<file path="src/rtl/instr_fetch.sv">
// -----------------------------------------------------------------------------
// instr_fetch
//
// Instruction-supply side of the nextIns / instructions handshake used by the
// multi-cycle control FSM. A start pulse begins execution at START_ADDR. Each
// nextIns pulse advances the program counter, either sequentially or to a
// taken branch target. The block then reads the next word from an instruction
// memory with a fixed read latency of MEM_LAT cycles. The opcode and operand
// are held stable until the control FSM asks for the following instruction.
//
// Ports:
//   clock         system clock, all state changes on the rising edge
//   resetN        asynchronous active-low reset
//   start         single-cycle pulse, (re)starts execution at START_ADDR
//   nextIns       request for the next instruction from the control FSM
//   branchEn      sampled with nextIns, 1 = next PC is branchTarget
//   branchTarget  branch destination address
//   imemAddr      instruction-memory read address (registered)
//   imemRdata     instruction-memory read data, valid MEM_LAT cycles after
//                 the address is presented
//   instructions  current opcode (top three bits of the fetched word)
//   operand       current operand field (remaining low bits)
//   insValid      instructions/operand hold a freshly fetched word
//   pc            address of the current or in-flight instruction
//   done          program has executed LAST_ADDR and stopped
//   seqErr        sticky flag for out-of-protocol start/nextIns requests
//
// All outputs are registered. There is no combinational path from any input
// to any output.
// -----------------------------------------------------------------------------
module instr_fetch #(
  parameter int ADDR_W     = 8,
  parameter int INSTR_W    = 9,
  parameter int MEM_LAT    = 1,
  parameter int START_ADDR = 0,
  parameter int LAST_ADDR  = 255
) (
  input  logic               clock,
  input  logic               resetN,
  input  logic               start,
  input  logic               nextIns,
  input  logic               branchEn,
  input  logic [ADDR_W-1:0]  branchTarget,
  output logic [ADDR_W-1:0]  imemAddr,
  input  logic [INSTR_W-1:0] imemRdata,
  output logic [2:0]         instructions,
  output logic [INSTR_W-4:0] operand,
  output logic               insValid,
  output logic [ADDR_W-1:0]  pc,
  output logic               done,
  output logic               seqErr
);

  localparam logic [ADDR_W-1:0] START_PC = ADDR_W'(START_ADDR);
  localparam logic [ADDR_W-1:0] LAST_PC  = ADDR_W'(LAST_ADDR);
  // MEM_LAT is limited to 1..3, so a two-bit down-counter is sufficient.
  localparam logic [1:0]        CNT_INIT = 2'(MEM_LAT - 1);

  typedef enum logic [2:0] {
    S_IDLE,
    S_ISSUE,
    S_WAIT,
    S_HOLD,
    S_DONE
  } state_t;

  state_t     state;
  logic [1:0] lat_cnt;

  // Sequential successor. The increment wraps modulo 2^ADDR_W. Termination at
  // LAST_PC is checked before this is used, so the wrap matters only when
  // LAST_PC is not the all-ones address.
  function automatic logic [ADDR_W-1:0] pc_incr(input logic [ADDR_W-1:0] cur);
    return cur + 1'b1;
  endfunction

  // Opcode is the top three bits of the word. The operand is everything below.
  function automatic logic [2:0] opcode_of(input logic [INSTR_W-1:0] word);
    return word[INSTR_W-1 -: 3];
  endfunction

  function automatic logic [INSTR_W-4:0] operand_of(input logic [INSTR_W-1:0] word);
    return word[INSTR_W-4:0];
  endfunction

  always_ff @(posedge clock or negedge resetN) begin
    if (!resetN) begin
      state        <= S_IDLE;
      lat_cnt      <= '0;
      pc           <= START_PC;
      imemAddr     <= START_PC;
      instructions <= '0;
      operand      <= '0;
      insValid     <= 1'b0;
      done         <= 1'b0;
      seqErr       <= 1'b0;
    end else begin
      case (state)
        // Idle after reset: only start matters. A stray nextIns here is
        // silently ignored and is not treated as a protocol error.
        S_IDLE: begin
          if (start) begin
            pc       <= START_PC;
            imemAddr <= START_PC;
            state    <= S_ISSUE;
          end
        end

        // imemAddr already carries pc for this cycle. Arm the latency counter.
        // With MEM_LAT == 1 the counter starts at zero, so WAIT captures on its
        // first cycle.
        S_ISSUE: begin
          if (start || nextIns) begin
            seqErr <= 1'b1;
          end
          lat_cnt <= CNT_INIT;
          state   <= S_WAIT;
        end

        // Read in flight. Capture the word once the counter has run out.
        S_WAIT: begin
          if (start || nextIns) begin
            seqErr <= 1'b1;
          end
          if (lat_cnt == 2'd0) begin
            instructions <= opcode_of(imemRdata);
            operand      <= operand_of(imemRdata);
            insValid     <= 1'b1;
            state        <= S_HOLD;
          end else begin
            lat_cnt <= lat_cnt - 2'd1;
          end
        end

        // Instruction presented. If start and nextIns arrive together,
        // nextIns is still serviced and start is only flagged as an error.
        // instructions/operand keep their old value until the next capture.
        S_HOLD: begin
          if (start) begin
            seqErr <= 1'b1;
          end
          if (nextIns) begin
            insValid <= 1'b0;
            if (branchEn) begin
              // A taken branch wins even at LAST_PC, so it never terminates.
              pc       <= branchTarget;
              imemAddr <= branchTarget;
              state    <= S_ISSUE;
            end else if (pc == LAST_PC) begin
              done  <= 1'b1;
              state <= S_DONE;
            end else begin
              pc       <= pc_incr(pc);
              imemAddr <= pc_incr(pc);
              state    <= S_ISSUE;
            end
          end
        end

        // Program finished. pc stays on the last instruction until a restart.
        S_DONE: begin
          if (nextIns) begin
            seqErr <= 1'b1;
          end
          if (start) begin
            pc       <= START_PC;
            imemAddr <= START_PC;
            done     <= 1'b0;
            state    <= S_ISSUE;
          end
        end

        default: begin
          state <= S_IDLE;
        end
      endcase
    end
  end

endmodule

</file>
<file path="config.mk">
export PLATFORM = sky130hd
export DESIGN_NAME = instr_fetch
export DESIGN_NICKNAME = d
export VERILOG_FILES = /design/src/rtl/instr_fetch.sv
export SDC_FILE = /design/constraint.sdc
export NUM_CORES = 1
export LEC_CHECK = 0
export CAP_MARGIN = 40
export CORE_MARGIN = 5
export CORE_UTILIZATION = 40
export CTS_CLUSTER_SIZE = 25
export DETAILED_ROUTE_END_ITERATION = 6
export GPL_TIMING_DRIVEN = 0
export PLACE_DENSITY = 0.75
export SETUP_SLACK_MARGIN = 0.5
export SYNTH_ARGS = -nofsm -noshare
export SYNTH_HDL_FRONTEND = slang
export SYNTH_SLANG_ARGS = --single-unit
</file>
<file path="constraint.sdc">
create_clock -name clock -period 1.8 [get_ports clock]
set_input_delay 0.36 -clock clock [delete_from_list [all_inputs] [get_ports clock]]
set_output_delay 0.36 -clock clock [all_outputs]
set_load 0.02 [all_outputs]
</file>
== Word level (Yosys, flattened, before mapping) ==
Index checks and enable logic that the tools add are counted.
W data, S select, Z words.
Cells by class
  $add $sub $neg: 2
  eq/ne operators: 16
  reductions and logical operators: 17
  multiplexer cells: 25
Operators with widths (count)
  $mux W8: 4
  $ne A2 B2 Y1 const B: 8
  $pmux W8 S2: 1
  $mux W3: 5
  $pmux W3 S4: 1
  $mux W1: 9
  $add A8 B1 Y8 const B: 1
  $eq A8 B8 Y1 const B: 1
  $reduce_and A4 Y1: 2
  $reduce_bool A2 Y1: 4
  $eq A3 B2 Y1 const B: 2
  $reduce_and A3 Y1: 2
  $reduce_and A5 Y1: 1
  $ne A2 B1 Y1 const B: 2
  $pmux W1 S2: 2
  $pmux W2 S2: 1
  $reduce_and A2 Y1: 2
  $reduce_or A2 Y1: 2
  $eq A3 B1 Y1 const B: 1
  $eq A3 B3 Y1 const B: 1
  $logic_not A3 Y1: 1
  $ne A3 B3 Y1 const B: 1
  $pmux W1 S3: 1
  $reduce_bool A3 Y1: 1
  4 further kinds: 4
Storage, ports and cells
  flip-flop bits (word level): 25
  output and inout bits: 28
  bits of input ports: 22
  logic and storage cells: 68

== Longest topological paths before layout ==
Gate-level depths: netlist of the first run.
  depth after elaboration: 5
  depth in mapped cells: 6
  gate-level depth less buffers: 6

== Worst setup path after synthesis of the first run ==
Ideal clock, no wire load.
  kind: reg-to-reg
  from: reg pc[0]
  to: reg pc[7]
  data required time: 1.674 ns
  buffers on the path: 1
  slack: -0.021 ns
  cell stages (with the launch flop): 7
  setup time: 0.126 ns
  period minus slack after synthesis: 1.821 ns
  arrival: 1.695 ns
  cells stage by stage: dfrtp_1 > ha_1 > nand3_1 > nor4_4 > or2_1 > buf_4 > a221o_1
Between the ends
  longest elaborated chain between the ends: 5
  elaborated cells between the ends (all ways): 8
  classes of those cells: add/sub (1); eq/ne (2); mux (4); reduce/logical (1)
RTL lines
  start, declared: RTL line 49  | output logic [ADDR_W-1:0] pc,
  start signal, assigned: RTL line 146  | pc <= branchTarget;
  start signal, assigned: RTL line 153  | pc <= pc_incr(pc);
  $add A8 B1 Y8: RTL line 74  | return cur + 1'b1;
  $mux W8: RTL line 149  | end else if (pc == LAST_PC) begin
  $mux W8: RTL line 144  | if (branchEn) begin
  $mux W8: RTL line 142  | if (nextIns) begin
  $pmux W8 S2: RTL line 98  | case (state)
Several ways; a longest one is shown, not always the timed one. The select of a mux whose other input is x is not followed.
A chain may end at the register's enable or synchronous reset.

== Final worst setup path of the first run ==
  from: reg state[2]
  to: reg pc[7]
Between the ends
  longest elaborated chain between the ends: 4
  elaborated cells between the ends (all ways): 10
  classes of those cells: eq/ne (5); mux (1); reduce/logical (4)
RTL lines
  start, declared: RTL line 67  | state_t state;
  start signal, assigned: RTL line 88  | state <= S_IDLE;
  start signal, assigned: RTL line 105  | state <= S_ISSUE;
  start signal, assigned: RTL line 117  | state <= S_WAIT;
  $eq A3 B3 Y1 / $logic_not A3 Y1 (equally long branches): RTL line 98
  $reduce_or A2 Y1 (no line)
  $ne A2 B1 Y1 (no line) / $reduce_bool A2 Y1 (equally long branches)
  $reduce_and A4 Y1 (no line)
Several ways; a longest one is shown, not always the timed one.

==> results.md, run 1 <==
- Routed Antenna Nets: 0
- Crit path capture type: register
- Critical Path AT: 1.89 ns
- Layout Skew: 0.006546 ns
- Synth-to-Final Area Change: 77.36%
- N_diodes: 0
- Std cell rows: 21
- Worst slew pin tran: 0.4905 ns
- First-pass GRT wire length: 6.962 mm
- Yosys warnings: 0
- Congestion Overflow GR: 0
- Post-synthesis average cell area: 9.931 sq um
- Htree depth: 1
- Initial antenna violation count: 0
- CTS tree: done
- Clock Latency Late Sink: 0.33 ns
- Setup TNS: 0 ns
- Drt drc: 0
- Register bit count reported by yosys: 25
- DR WL/cell: 16.64 microns
- CP Data Required Time: 2.03 ns
- Area occupied by multi-input gates: 855.8 sq um
- Worst-path clk slew: 0.15 ns
- Die Area: 0.004842 sq mm
- Reg2Reg Depth: 6
- Status: finished, final reports clean
- Root buffer selected by CTS: clkbuf_4
- Gp weighted congestion: 0.7896
- Drt initial violations: 101
- Via count: 1506
- Clock buffer depth: 2
- Register area: 634.4 sq um
- FMAX: 0.6034 GHz
- Share of cells above drive strength 1: 55.17%
- Largest net degree at the start of global routing: 19
- Final Cycle Share: 92.08%
- Sequential area share after synthesis: 44.05%
- Worst min path class: primary input to asynchronous set/reset pin
- Total GRT Usage: 17.29%
- Setup violators final: 0
- Crit Path Max Fanout: 6
- Die Width: 69.59 microns
- CP max stage delay: 0.41 ns
- Vias/cell: 5.417
- Crit Path Category: register to register
- Max-Cap Viols: 0
- Filler instances: 193
- CTS Hold Buffers Added: 0
- Number of global-route vias before repair: 1539
- # clock sinks: 25
- Slew headroom: 67.30%
- Port bufs: 49
- Fin area: 0.002519 sq mm
- Yosys cell types: 42
- RSZ-0062 raised after global routing: yes
- VDD IR max: 848.3 uV
- Critical path's slowest cell: dfrtp_1
- Post-DP HPWL: 2.777 mm
- P_leak: 1.122 nW
- Placement Cell Area: 0.002105 sq mm
- Crit path top cell by count: buf_6
- Area of the mapped netlist: 0.001420 sq mm
- Critical path cell sequence: buf_6 > nand3b_4 > a2bb2oi_2 > or2_1 > buf_6 > a221o_1
- Max-slew violations: 0
- Core ar.: 0.003390 sq mm
- Final Core Density: 74.31%
- Die H: 69.59 microns
- CTS buffer count: 3
- Number of I/O pins: 50
- Mapped Nets: 167
- Final #Nets: 257
- Post-Synthesis Cells: 143
- Initial Util: 41.90%
- Final WL: 4.626 mm
- DRT Pass-1 Iters: 4
- Fin. Hold Viols: 0
- CP Launch Type: register
- Final worst path period need: 1.657 ns
- PwrDens: 1605 mW/mm^2
==> cell usage after synthesis, drive strengths merged <==
library cell	count	area, sq um
a21o	1	7.510
a21oi	4	20.02
a221o	1	10.01
a2bb2oi	1	15.01
a31oi	5	31.28
and3	3	18.77
buf	13	86.32
clkbuf	3	11.26
dfrtp	25	625.6
ha	2	25.02
inv	5	18.77
mux2	9	101.3
mux2i	1	10.01
nand2	6	22.52
nand2b	4	25.02
nand3	6	30.03
nand3b	2	27.53
nand4	1	6.260
nor2	8	37.54
nor3	4	20.02
nor3b	2	15.01
nor4	2	27.53
nor4b	1	8.760
o21a	1	7.510
o21ai	14	70.06
o21ba	1	10.01
o21bai	1	7.510
o221ai	2	17.52
o22a	1	8.760
o22ai	2	12.51
o31ai	6	45.04
o41ai	1	8.760
or2	2	12.52
or3	3	18.77
==> final cells by class <==
| type | count | area share [%] |
|---|---|---|
| buffer | 16 | 5.713 |
| timing repair buffer | 85 | 30.90 |
| multi-input combinational | 97 | 33.98 |
| inverter | 5 | 0.7452 |
| tap | 46 | 2.285 |
| sequential | 25 | 25.19 |
| clock inverter | 1 | 0.2981 |
| clock buffer | 3 | 0.8942 |
==> routing by layer <==
layer | wire length (microns) | up-vias | track usage (%)
met3 | 223 | 15 | 3.043
li1 | - | 697 | -
met1 | 1850 | 734 | 19.96
met4 | 116 | 0 | 7.158
met5 | 0 | - | 0
met2 | 2436 | 60 | 31.14
==> cell families after synthesis <==
| logic type | share of synthesized area (%) |
|---|---|
| fa+ha+maj | 1.762 |
| mux | 7.841 |
| flops | 44.05 |
| compound gates | 19.12 |
| buf+inv | 8.193 |
| simple gates | 19.03 |
==> state kept, by name (all words and copies together), names as in the netlist <==
| name | cells |
|---|---|
| done | 1 |
| seqErr | 1 |
| insValid | 1 |
| instructions | 3 |
| pc | 8 |
| state | 3 |
| lat_cnt | 2 |
| operand | 6 |
==> power by group <==
part	total, mW	switching, mW	internal [mW]
sequential	0.977	0.181	0.796
clock	0.268	0.183	0.0852
combinational	2.80	1.30	1.50
total	4.04	1.66	2.38
==> worst paths after layout <==
| kind | to | slack [ns] | startpoint |
|---|---|---|---|
| max | pc[7] | 0.14 | state[2] |
| min | operand[5] | 0.33 | resetN |
| max reg2reg | pc[7] | 0.14 | state[2] |
| min reg2reg | seqErr | 0.48 | seqErr |
| max in group asynchronous | pc[2] | 1.01 | resetN |
| min in group clock | state[2] | 0.33 | start |
==> critical path, delay by kind of cell (launching register included) <==
kind | cells | cell delay (ns)
simple gates | 2 | 0.41
buf+inv | 2 | 0.28
flops | 1 | 0.41
compound gates | 2 | 0.47
==> cells in the final DEF (no fill, tap or decap), drive strengths merged, types with 5 or more instances in the layout <==
| cell type | count |
|---|---|
| buf | 76 |
| dfrtp | 25 |
| clkdlybuf4s50 | 18 |
| o21ai | 14 |
| mux2 | 9 |
| nor2 | 8 |
| clkbuf | 7 |
| nand2 | 6 |
| nand3 | 6 |
| o31ai | 6 |
| inv | 5 |
| a31oi | 5 |
==> timing repair <==
item,CTS,global route
buffers inserted,28,6
setup endpoints to repair,48,40
pin swaps,7,2
cloned,0,1
gates resized for setup,158,34
==> per-stage QoR <==
step	cells	hold slack, ns	total power [mW]	setup slack, ns
floorplan	143	0.06441	2.324	0.1089
global placement	238	0.4647	3.078	-0.3768
detailed placement	239	0.4612	3.135	-0.4191
CTS	271	0.3331	3.755	0.1931
global route	278	0.3471	4.258	0.1043
finish	278	0.3273	4.043	0.1426
Power figures use the tool's default switching activity.
==> inputs of run 2 (changes only) <==
- GPL_ROUTABILITY_DRIVEN: unset -> 1
==> results of run 2 <==
The final DEF is identical to that of run 1; final timing and power are the same.
